$ cat src/rtl/i2c_target_rx.sv
// I2C target receiver: decodes START/STOP, ACKs a write to TARGET_ADDR and
// assembles two data bytes into one 16-bit word with a single-cycle strobe.
module i2c_target_rx #(
   parameter logic [6:0] TARGET_ADDR = 7'h42
) (
   input  logic        i_clk,
   input  logic        i_rst_n,
   input  logic        i_scl,
   input  logic        i_sda,
   output logic        o_sda_en,
   output logic [15:0] o_data,
   output logic        o_valid,
   output logic        o_busy
);

   typedef enum logic [2:0] {
      IDLE,
      ADDR,
      ACK_A,
      BYTE_HI,
      ACK_HI,
      BYTE_LO,
      ACK_LO,
      IGNORE
   } state_t;

   state_t      state;
   logic        scl_s1, scl_s2, scl_prev;
   logic        sda_s1, sda_s2, sda_prev;
   logic [2:0]  bit_cnt;
   logic [7:0]  shift;
   logic [7:0]  hi_byte;
   logic        word_done;
   logic        scl_rise, scl_fall;
   logic        start_cond, stop_cond;
   logic [7:0]  byte_next;

   // Synchronizers idle high so a reset never looks like a bus condition.
   always_ff @(posedge i_clk or negedge i_rst_n) begin
      if (!i_rst_n) begin
         scl_s1   <= 1'b1;
         scl_s2   <= 1'b1;
         scl_prev <= 1'b1;
         sda_s1   <= 1'b1;
         sda_s2   <= 1'b1;
         sda_prev <= 1'b1;
      end else begin
         scl_s1   <= i_scl;
         scl_s2   <= scl_s1;
         scl_prev <= scl_s2;
         sda_s1   <= i_sda;
         sda_s2   <= sda_s1;
         sda_prev <= sda_s2;
      end
   end

   assign scl_rise   = scl_s2 & ~scl_prev;
   assign scl_fall   = ~scl_s2 & scl_prev;
   assign start_cond = scl_s2 & sda_prev & ~sda_s2;
   assign stop_cond  = scl_s2 & ~sda_prev & sda_s2;
   assign byte_next  = {shift[6:0], sda_s2};

   // Bus conditions take priority over any SCL edge in the same cycle.
   always_ff @(posedge i_clk or negedge i_rst_n) begin
      if (!i_rst_n) begin
         state     <= IDLE;
         bit_cnt   <= 3'd0;
         shift     <= 8'h00;
         hi_byte   <= 8'h00;
         word_done <= 1'b0;
         o_sda_en  <= 1'b0;
         o_data    <= 16'h0000;
         o_valid   <= 1'b0;
         o_busy    <= 1'b0;
      end else begin
         o_valid <= 1'b0;
         if (start_cond) begin
            state     <= ADDR;
            bit_cnt   <= 3'd0;
            word_done <= 1'b0;
            o_sda_en  <= 1'b0;
            o_busy    <= 1'b1;
         end else if (stop_cond) begin
            state     <= IDLE;
            bit_cnt   <= 3'd0;
            word_done <= 1'b0;
            o_sda_en  <= 1'b0;
            o_busy    <= 1'b0;
         end else begin
            case (state)
               IDLE: begin
                  o_sda_en <= 1'b0;
               end
               ADDR: begin
                  if (scl_rise) begin
                     shift   <= byte_next;
                     bit_cnt <= bit_cnt + 3'd1;
                     if (bit_cnt == 3'd7) begin
                        if (byte_next[7:1] == TARGET_ADDR && !byte_next[0])
                           state <= ACK_A;
                        else
                           state <= IGNORE;
                     end
                  end
               end
               // First fall after the 8th bit grabs SDA, the next one lets it go.
               ACK_A, ACK_HI, ACK_LO: begin
                  if (scl_fall) begin
                     if (!o_sda_en) begin
                        o_sda_en <= 1'b1;
                     end else begin
                        o_sda_en <= 1'b0;
                        case (state)
                           ACK_A:   state <= BYTE_HI;
                           ACK_HI:  state <= BYTE_LO;
                           default: state <= IGNORE;
                        endcase
                     end
                  end
               end
               BYTE_HI: begin
                  if (scl_rise) begin
                     shift   <= byte_next;
                     bit_cnt <= bit_cnt + 3'd1;
                     if (bit_cnt == 3'd7) begin
                        hi_byte <= byte_next;
                        state   <= ACK_HI;
                     end
                  end
               end
               BYTE_LO: begin
                  if (word_done) begin
                     o_data    <= {hi_byte, shift};
                     o_valid   <= 1'b1;
                     word_done <= 1'b0;
                     state     <= ACK_LO;
                  end else if (scl_rise) begin
                     shift   <= byte_next;
                     bit_cnt <= bit_cnt + 3'd1;
                     if (bit_cnt == 3'd7)
                        word_done <= 1'b1;
                  end
               end
               IGNORE: begin
                  o_sda_en <= 1'b0;
               end
               default: begin
                  state    <= IDLE;
                  o_sda_en <= 1'b0;
               end
            endcase
         end
      end
   end

endmodule

$ cat config.mk
export PLATFORM = sky130hd
export DESIGN_NAME = i2c_target_rx
export DESIGN_NICKNAME = d
export VERILOG_FILES = /design/src/rtl/i2c_target_rx.sv
export SDC_FILE = /design/constraint.sdc
export NUM_CORES = 1
export LEC_CHECK = 0
export CORE_ASPECT_RATIO = 2
export CORE_UTILIZATION = 35
export DETAILED_ROUTE_END_ITERATION = 6
export GPL_ROUTABILITY_DRIVEN = 0
export SLEW_MARGIN = 0
export SYNTH_ARGS = -nofsm -noshare
export SYNTH_HDL_FRONTEND = slang
export SYNTH_SLANG_ARGS = --single-unit
$ cat constraint.sdc
create_clock -name i_clk -period 2.3 [get_ports i_clk]
set_input_delay 0.575 -clock i_clk [delete_from_list [all_inputs] [get_ports i_clk]]
set_output_delay 0.575 -clock i_clk [all_outputs]
set_load 0.02 [all_outputs]
==> results.tsv, run 1 <==
metric	value	unit
antenna_found_initial	0	
power	1.79	mW
synthToLayoutAreaGrowth	21.1	%
startpoint_type	register	
syn_avg_cell_area	14.4	sq um
start_util	36.1	%
hold_violations	0	
routed_via_density	5.16	
async_flop_share	100	%
synthFlopType	dfrtp_1	
fmax	0.522	GHz
grt_pass1_wl	5.90	mm
cts_resized	0	
num_vias	1167	
diodes	0	
cts_max_level	2	
synth_cell_type_count	34	
cp.required	2490	ps
ys_seq_area_share	61.8	%
die_area	5910	sq um
setup_viol	0	
p_per_area	755	nW/um^2
drive_gt1_share	34.3	%
post_cts_buffers	0	
path_max_fanout	9	
wire_per_inst	15.8	um
hold_buffers	0	
clkSinkCount	48	
power_frac_seq	56.9	%
swShare	25.1	%
combPwrFrac	8.6	%
worst_pin_slew	593	ps
layout_common_cells	dfrtp_1, mux2_2, clkdlybuf4s50_1, nor2_1, dfstp_2	
irDropWorstVdd	0.494	mV
drt-pass1-iter-count	4	
period_share	83.3	%
pin_count	23	
ant_nets	0	
grt_use_total	14.6	%
worst_clock_skew	11.5	ps
final_util	43.7	%
numCtsBuffers	5	
p_sw	0.448	mW
fin_nets	171	
clk_latency	310	ps
yosysWarnings	0	
intPower	1.34	mW
placed_area	2250	sq um
grt_max_degree	49	
syn_nets	142	
regToRegSetupSlack	380	ps
cp-end-kind	register	
grt_pass1_vias	1206	
synth-seq-cells	48	
place_hpwl	2.47	mm
die_x	54.9	um
fin_tns_setup	0	ps
core	5420	sq um
root_buffer	clkbuf_8	
critical_path_class	register to register	
power.static_leakage	1.08	nW
slew_violations	0	
syn_inst	136	
netlist_area	1960	sq um
wl	3.56	mm
drtIter0Drc	25	
final_design_area_no_fill	2370	sq um
port_buffers	22	
fin_crit	1920	ps
layout_commonest_cell	dfrtp_1	
clk_pin_slew	90	ps
clkPwrFrac	34.5	%
relSlewSlack	60.5	%
die_h	108	um
min_path_type	input pin to async pin	
rows	38	
maxCapViolCount	0	
synth_edf_count	0	
rsz0062_at_grt	false	
overflow	0	
arrival	2110	ps
drc	0	
outcome	finished clean	
clk_path_buf_depth	2	
num-fill-cells	531	
cts_tree	yes	
-- worst max-delay path: stages, from the launching register on --
cell	delay, ps
dfstp_2	610
xnor2_1	220
nor2_4	130
nor4_4	260
buf_4	230
mux2_2	350
-- cells in the mapped netlist, drive strengths merged, types with 2 or more instances --
library cell  count  area [sq um]
mux2i             2          20.0
dfstp             6           158
inv               3          11.3
nor2             11          51.3
mux2             32           360
buf               2          16.3
nor3              3          15.0
nand2             3          11.3
nand3b            4          30.0
ha                2          25.0
nor4b             2          17.5
dfrtp            42          1050
a21oi             5          25.0
nor3b             2          26.3
clkbuf            2          7.51
-- path summary, 6_finish.rpt --
check / depth (start not counted) / end / start
worst max-delay path: 5 / hi_byte[1] / sda_s2
worst min register to register: 0 / scl_s2 / scl_s1
min in group i_clk: 0 / scl_s2 / scl_s1
max in group asynchronous: 2 / hi_byte[2] / i_rst_n
worst max register to register: 5 / hi_byte[1] / sda_s2
worst min-delay path: 2 / o_sda_en / i_rst_n
-- sequential cells by signal, indices dropped and copies added (netlist names), 3 cells and up --
name,flops
state,3
shift,8
o_data,16
bit_cnt,3
hi_byte,8
-- kinds of logic after synthesis --
logic type,Yosys count,share of synthesized area (%)
AND/OR/NAND/NOR,30,10.2
buffers and inverters,7,1.79
adder cells (fa/ha/maj),2,1.28
multiplexers,34,19.4
AO/OA/AOI/OAI,13,4.60
XOR/XNOR,2,0.895
flip-flops,48,61.8
-- layer usage --
layer	routed length (um)	share of wire (%)	GRT usage (%)
met5	0	0	0
met4	122	3.4	9.89
met3	105	2.9	2.97
met2	1930	54	23.6
met1	1400	39	16.0
-- power by group through the flow --
stage	registers, mW	clock network (mW)	logic (mW)
5_1_grt	1.04	0.666	0.172
3_3_place_gp	1.03	0	0.149
6_report	1.02	0.616	0.154
2_1_floorplan	1.00	0	0.113
3_5_place_dp	1.04	0	0.158
4_1_cts	1.02	0.638	0.159
-- through the flow --
step | worst slack (ps) | hold slack [ps] | std cells
6_report | 383 | 334 | 226
4_1_cts | 376 | 357 | 226
2_1_floorplan | 438 | 279 | 136
3_3_place_gp | 435 | 345 | 218
3_5_place_dp | 387 | 347 | 218
5_1_grt | 270 | 363 | 226
-- cell type report --
cell class | count | area [sq um] | area share, %
clock buffers | 5 | 68.8 | 2.90
clock inverters | 3 | 47.5 | 2.01
inverters | 3 | 11.3 | 0.475
multi-input cells | 81 | 713 | 30.1
flip-flops and latches | 48 | 1210 | 51.0
well taps | 60 | 75.1 | 3.17
repair buffers | 26 | 245 | 10.3
Power figures use the tool's default switching activity.
==> inputs of run 2 (changes only) <==
clock period = 1.8 ns   (was 2.3 ns; I/O delays follow)
==> run 2 against run 1 <==
Compared with the run above:
- combinational power rose by 57%
- die area is the same
- largest power group unchanged
- clock power is 5.2% higher
- final area rose by 4.8%
- register-to-register slack lost 350 ps
- clock-buffer cell count unchanged
- first-iteration DRC count shrank 56%
- sequential cell count unchanged
- clock skew down 2.7 ps
==> results.tsv, run 2 (same netlist as run 1, synthesis figures left out) <==
metric	value	unit	change
use_met2	24.9	%	+1.3 points
root_buffer	clkbuf_8		
irDropWorstVdd	0.732	mV	+48%
grt_pass1_wl	6.45	mm	+9.4%
fmax	0.565	GHz	+8.3%
startpoint_type	register		
layout_commonest_cell	dfrtp_1		
fin_nets	185		+8.2%
rsz0062_at_grt	true		
placed_area	2340	sq um	+3.9%
min_path_type	input pin to async pin		
die_x	54.9	um	unchanged
busiest_layer	met2		
period_share	98.3	%	+15 points
clk_latency	300	ps	about the same
layout_common_cells	dfrtp_1, mux2_2, clkdlybuf4s50_1, buf_4, nor2_1		
start_util	36.1	%	unchanged
core	5420	sq um	unchanged
grt_pass1_vias	1309		+8.5%
clk_path_buf_depth	2		unchanged
slew_violations	0		unchanged
relSlewSlack	78.8	%	+18 points
wl	3.74	mm	+5.1%
power.static_leakage	1.17	nW	+8.5%
slowest_stage	dfrtp_1		
reg.largest.list	o_data x16, hi_byte x8, shift x8		
drc	0		unchanged
fin_crit	1770	ps	-147 ps
critical_path.max_stage_delay	370	ps	-240 ps
port_buffers	22		unchanged
arrival	1960	ps	-150 ps
cts_max_level	2		unchanged
fin_tns_setup	0	ps	unchanged
largest_register_ffs	16		unchanged
cpMostUsedCell	ha_1		
fin_cells	240		+6.2%
outcome	finished clean		
die_area	5910	sq um	unchanged
pin_count	23		unchanged
critical_path_class	register to register		
cts_tree	yes		
worst_pin_slew	317	ps	-275 ps
wire_per_inst	15.6	um	-1.1%
path_max_fanout	5		-4
drive_gt1_share	40.6	%	+6.2 points
drtIter0Drc	11		-56%
met3_usage	2.12	%	-0.85 points
drt-pass1-iter-count	4		unchanged
maxCapViolCount	0		unchanged
final_design_area_no_fill	2480	sq um	+4.8%
diodes	0		unchanged
ant_nets	0		unchanged
grt_use_total	14.9	%	+0.39 points
overflow	0		unchanged
cp-end-kind	register		
antenna_found_initial	0		unchanged
cp_cell_sequence	ha_1 -> ha_1 -> nand3b_1 -> nor4_4 -> buf_4 -> mux2_2		
clkSinkCount	48		unchanged
numCtsBuffers	5		unchanged
place_hpwl	2.67	mm	+8.1%
worst_clock_skew	8.82	ps	-2.72 ps
die_h	108	um	unchanged
rows	38		unchanged
post-place-cells	227		+4.1%
setup_viol	0		unchanged
hold_violations	0		unchanged
clk_pin_slew	90	ps	about the same
num-fill-cells	524		-1.3%
grt_max_degree	26		-47%
power	2.19	mW	+23%
top_register	o_data		
cp.required	1990	ps	-500 ps
synthToLayoutAreaGrowth	26.9	%	
routed_via_density	5.10		-1.2%
p_per_area	883	nW/um^2	+17%
grt_util_met1	18.4	%	+2.4 points
num_vias	1224		+4.9%
-- run 2: repair_timing --
| item | 4_1_cts | 5_1_grt |
|---|---|---|
| setup endpoints to repair | 6 | 15 |
| gates cloned | 0 | 0 |
| buffers inserted | 1 | 4 |
| hold buffers | 0 | 0 |
| resized for setup | 0 | 4 |
-- run 2: final cells by class --
type                       count  area [sq um]  area share, %
multi-input combinational     81           727           29.3
sequential                    48          1210           48.7
clock inverter                 3          23.8          0.958
tap                           60          75.1           3.02
clock buffer                   5          68.8           2.77
timing repair buffer          40           368           14.8
inverter                       3          11.3          0.454
-- run 2: path summary, 6_finish.rpt --
check | from | endpoint | slack, ps | cells after the start
worst max-delay path | bit_cnt[0] | hi_byte[6] | 30 | 6
worst min-delay path | i_rst_n | bit_cnt[0] | 130 | 2
worst max register to register | bit_cnt[0] | hi_byte[6] | 30 | 6
worst min register to register | scl_s1 | scl_s2 | 360 | 0
max in group asynchronous | i_rst_n | sda_s2 | 1370 | 2
min in group i_clk | scl_s1 | scl_s2 | 360 | 0
-- run 2: routing by layer --
metal | vias up | part of all wire [%]
met4 | 0 | 0.88
met1 | 631 | 40
met3 | 2 | 2.6
met5 | - | 0
met2 | 20 | 56
li1 | 571 | -
-- run 2: per-stage QoR --
stage	util (%)	setup slack, ps	hold slack [ps]
after detailed placement	43.2	15.3	353
after floorplan	-	8.49	154
after global placement	43.2	29.5	346
after CTS	45.0	19.6	133
final	45.8	30.2	125
after global routing	45.8	-106	145
-- run 2: report_power, final --
group	total (mW)	internal [mW]	switching (mW)	leakage, nW
sequential	1.30	1.19	0.117	0.629
clock	0.648	0.276	0.372	0.0404
combinational	0.242	0.139	0.103	0.502
total	2.19	1.60	0.592	1.17
-- run 2: critical path, delay by kind of cell (launching register included) --
family        cells  cell delay [ps]
flops             1              370
mux               1              330
simple gates      2              480
fa+ha+maj         2              300
buf+inv           1              190
==> inputs of run 3 (changes only) <==
CTS_CLUSTER_SIZE = 16   (was unset)
PLACE_DENSITY = 0.54   (was unset)
==> run 3 against run 2 <==
Compared with the run above:
- combinational power up 5%
- final area unchanged
- clock skew down 1.6 ps
- die area unchanged
==> results.tsv, run 3 (same netlist as run 1, synthesis figures left out) <==
metric	value	unit	change
final_design_area_no_fill	2480	sq um	unchanged
grt_pass1_vias	1359		+3.8%
largest_register_ffs	16		unchanged
critical_path_class	register to primary output		
regToRegSetupSlack	90	ps	+60 ps
met3_usage	3.11	%	+0.99 points
multiInputGateArea	738	sq um	+1.5%
cp-end-kind	primary output		
synthToLayoutAreaGrowth	26.9	%	unchanged
place_hpwl	2.57	mm	-3.7%
power_frac_seq	60.2	%	+0.8 points
die_area	5910	sq um	unchanged
reg.largest.list	o_data x16, hi_byte x8, shift x8		
num-fill-cells	509		-2.9%
pin_count	23		unchanged
layout_commonest_cell	dfrtp_1		
drt-pass1-iter-count	4		unchanged
busiest_layer	met2		
die_x	54.9	um	unchanged
placed_area	2350	sq um	+0.21%
ant_nets	0		unchanged
cp.required	1350	ps	-640 ps
clkPwrFrac	28.1	%	-1.4 points
rsz0062_at_grt	true		
top_register	o_data		
arrival	1270	ps	-690 ps
power.static_leakage	1.15	nW	-1.5%
routed_via_density	5.04		-1.2%
cp_cell_sequence	clkdlybuf4s50_1		
p_per_area	870	nW/um^2	-1.5%
fin_crit	1720	ps	-46.1 ps
fin_nets	183		-1.1%
layout_common_cells	dfrtp_1, mux2_2, clkdlybuf4s50_1, buf_4, nor2_1		
regArea	1210	sq um	+0.10%
hold_violations	0		unchanged
numCtsBuffers	5		unchanged
root_buffer	clkbuf_8		
hold_buffers	0		unchanged
min_path_type	input pin to async pin		
wl	3.51	mm	-6.2%
critical_path.max_stage_delay	610	ps	+240 ps
clk_pin_slew	80	ps	about the same
p_sw	0.552	mW	-6.7%
grt_util_met1	17.6	%	-0.84 points
overflow	0		unchanged
relSlewSlack	75.6	%	-3.2 points
hold_slack	112	ps	-13.6 ps
maxCapViolCount	0		unchanged
slew_violations	0		unchanged
post-place-cells	226		-0.44%
worst_pin_slew	357	ps	+39.5 ps
grt_pass1_wl	6.20	mm	-4.0%
die_h	108	um	unchanged
grt_max_degree	49		+88%
diodes	0		unchanged
cp_num_buf_inv	1		unchanged
cts_tree	yes		
period_share	95.8	%	-2.6 points
combPwrFrac	11.8	%	+0.7 points
drive_gt1_share	39.9	%	-0.67 points
fmax	0.580	GHz	+2.7%
port_buffers	22		unchanged
grt_use_total	14.5	%	-0.40 points
num_vias	1199		-2.0%
worst_clock_skew	7.26	ps	-1.55 ps
slowest_stage	clkdlybuf4s50_1		
intPower	1.61	mW	+0.43%
rows	38		unchanged
outcome	finished clean		
drtIter0Drc	14		+3
antenna_found_initial	0		unchanged
fin_cells	238		-0.83%
start_util	36.1	%	unchanged
clk_latency	290	ps	about the same
swShare	25.6	%	-1.4 points
use_met2	23.0	%	-1.9 points
irDropWorstVdd	0.722	mV	-1.4%
setup_viol	0		unchanged
clk_path_buf_depth	2		unchanged
drc	0		unchanged
core	5420	sq um	unchanged
cp_top_family	buffers and inverters		
startpoint_type	register		
path_max_fanout	3		-2
wire_per_inst	14.8	um	-5.4%
cts_max_level	2		unchanged
clkSinkCount	48		unchanged
run 3: metal layers:
| layer | wire length [um] | up-vias |
|---|---|---|
| met4 | 98 | 0 |
| met3 | 84 | 8 |
| met1 | 1400 | 606 |
| met5 | 0 | - |
| met2 | 1930 | 19 |
| li1 | - | 566 |
run 3: layout make-up:
cell class	instances	area share, %
clock buffer	6	2.92
multi-input combinational	81	29.7
clock inverter	2	0.504
inverter	3	0.454
sequential	48	48.7
timing repair buffer	38	14.6
tap	60	3.02
run 3: power groups by stage:
stage,Combinational [mW],Clock [mW],Sequential (mW)
after floorplan,0.146,0,1.28
after global placement,0.225,0,1.32
after detailed placement,0.235,0,1.32
after CTS,0.237,0.636,1.30
after global routing,0.282,0.677,1.32
final,0.254,0.606,1.30
run 3: path summary, 6_finish.rpt:
kind                       startpoint         end  depth (start not counted)
min                           i_rst_n  bit_cnt[2]                          2
max                            o_busy      o_busy                          1
min reg2reg                    scl_s1      scl_s2                          0
max in group asynchronous     i_rst_n    sda_prev                          2
max reg2reg                  sda_prev  hi_byte[7]                          5
min in group i_clk             scl_s1      scl_s2                          0
run 3: stage by stage:
stage               utilization [%]  setup WS, ps  TNS, ps  power (mW)
floorplan                         -          8.49        0        1.43
global route                   45.8         -27.1    -69.2        2.28
finish                         45.8          76.3        0        2.16
global placement               43.3          37.9        0        1.54
detailed placement             43.3         -5.25    -8.95        1.56
CTS                            44.9         0.337        0        2.17
run 3: what timing repair did:
item / 4_1_cts / 5_1_grt
gates resized for setup: 0 / 4
cloned: 0 / 0
pin swaps: 1 / 3
setup buffers: 0 / 4
setup endpoints to repair: 4 / 23
==> variant: new RTL, settings of run 2 <==
Put one more register stage on the output `o_data`, cleared by the reset. The value now appears one clock later. The other outputs are not delayed to match.
--- a/src/rtl/i2c_target_rx.sv
+++ b/src/rtl/i2c_target_rx.sv
@@ -23,6 +23,8 @@
       ACK_LO,
       IGNORE
    } state_t;
+
+   logic [15:0] o_data_s0;
 
    state_t      state;
    logic        scl_s1, scl_s2, scl_prev;
@@ -69,7 +71,7 @@
          hi_byte   <= 8'h00;
          word_done <= 1'b0;
          o_sda_en  <= 1'b0;
-         o_data    <= 16'h0000;
+         o_data_s0 <= 16'h0000;
          o_valid   <= 1'b0;
          o_busy    <= 1'b0;
       end else begin
@@ -130,7 +132,7 @@
                end
                BYTE_LO: begin
                   if (word_done) begin
-                     o_data    <= {hi_byte, shift};
+                     o_data_s0 <= {hi_byte, shift};
                      o_valid   <= 1'b1;
                      word_done <= 1'b0;
                      state     <= ACK_LO;
@@ -153,5 +155,13 @@
       end
    end
 
+   always_ff @(posedge i_clk or negedge i_rst_n) begin
+      if (!i_rst_n) begin
+         o_data <= '0;
+      end else begin
+         o_data <= o_data_s0;
+      end
+   end
+
 endmodule
 
Function: no difference found for any inputs over 10 cycles, from zero or initial values and one cycle with i_rst_n low; that may be too few to reach the edited logic, so the function may still have changed.
==> variant against run 2 <==
Sequential cell count increased by 16. Synthesized area increased by 24%. Setup slack improved by 1.9 ps. Cell count increased by 26%. Critical path type unchanged. Final area increased by 35%. Via count increased by 16%. Sequential share of layout area decreased by 0.49 points. Routed wire length increased by 17%.
Power is not compared: it rests on default switching activity, and its combinational part moved more than twofold at a synthesized area within 25%.
==> variant: results (changes against run 2) <==
clock skew 8.571 ps (-0.2470 ps); length of routed met2 wiring 2395 um (+14%); synth top area cells dfrtp_1 (60%), mux2_2 (15%), dfstp_2 (6.5%); sequential-to-total area share from yosys stat 0.6656 (+0.04798); final period utilization 0.9821 (-0.001057); Wirelength per Cell 14.50 um (-7.0%); Buffers on Ports 22 (unchanged); M1 wire length 1795 um (+19%); clock buffer count from CTS 9 (+4); clock latency on the worst-skew pair 320 ps (+20 ps); crit path DAT 1980 ps (+20 ps); wire length on met3 123 um (+27%); RR Startpoint sda_prev$_DFF_PN1_; DR iter-0 viols 46 (+35); Via density 4.693 (-8.0%); Hold Slack 126.1 ps (+0.8250 ps); global routing usage on met3 0.04418 (+0.02299); met1 Usage GRT 0.1595 (-0.02481); Yosys cell types 34 (unchanged); dpl cell area 0.002859 mm2 (+22%); Critical Path End o_data_s0[15]$_DFFE_PN0P_; Tightest Pin Transition 328.2 ps (+10.81 ps); M2 GR Usage 0.2150 (-0.03374); routed vias 1422 (+16%); status complete, no violations; H-tree levels 3 (+1); Post-Syn Instances 161 (+18%); ys async rst share 1.000 (unchanged); Synth top cells by count dfrtp_1 (58), mux2_2 (32), nand2_1 (8), dfstp_2 (6), nor2_1 (6); largest net degree at the start of global routing 65 (+150%); clk root buf clkbuf_16; Regs by FF count o_data x16, o_data_s0 x16; share of cells above drive strength 1 0.4000 (-0.005556); placed insts 280 (+23%); dpl hpwl 2733 um (+2.4%); syn_nets 167 (+18%); Worst Path Max Fanout 8 (+3); vias in the first global route 1454 (+11%); switching share of total power 0.2418; Placement Setup Slack 1.965 ps (-13.33 ps); Final nets 216 (+17%); P_comb approximately 0.0005 W; gr usage total 0.1363 (-0.01318)
==> variant: repair_timing <==
action,CTS,global route
setup endpoints to repair,2,28
pin swaps,0,2
resized for setup,2,13
cloned,0,2
endpoints found under the hold margin,0,0
setup buffers,0,5
==> variant: critical path: stages, from the launching register on <==
cell and delay, ps:
dfstp_2 530, xor2_1 60, and2_4 150, nor4b_4 260
buf_6 170, clkbuf_16 150, mux2_2 330
==> variant: area by class of cell <==
class,count,area (um2)
fillers,617,3281
clock buffers,11,232.7
multi-input cells,92,830.8
clock inverters,5,105.1
well taps,88,110.1
flip-flops and latches,64,1610
repair buffers,43,451.7
==> variant: logic make-up after synthesis <==
| logic type | Yosys count | share of synthesized area |
|---|---|---|
| AOI/OAI and AO/OA | 16 | 0.04089 |
| xor gates and xnor gates | 3 | 0.01087 |
| adders and majority gates | 2 | 0.01035 |
| buffers and inverters | 5 | 0.01397 |
| DFF | 64 | 0.6656 |
| muxes | 35 | 0.1615 |
| and+or+nand+nor | 36 | 0.09681 |
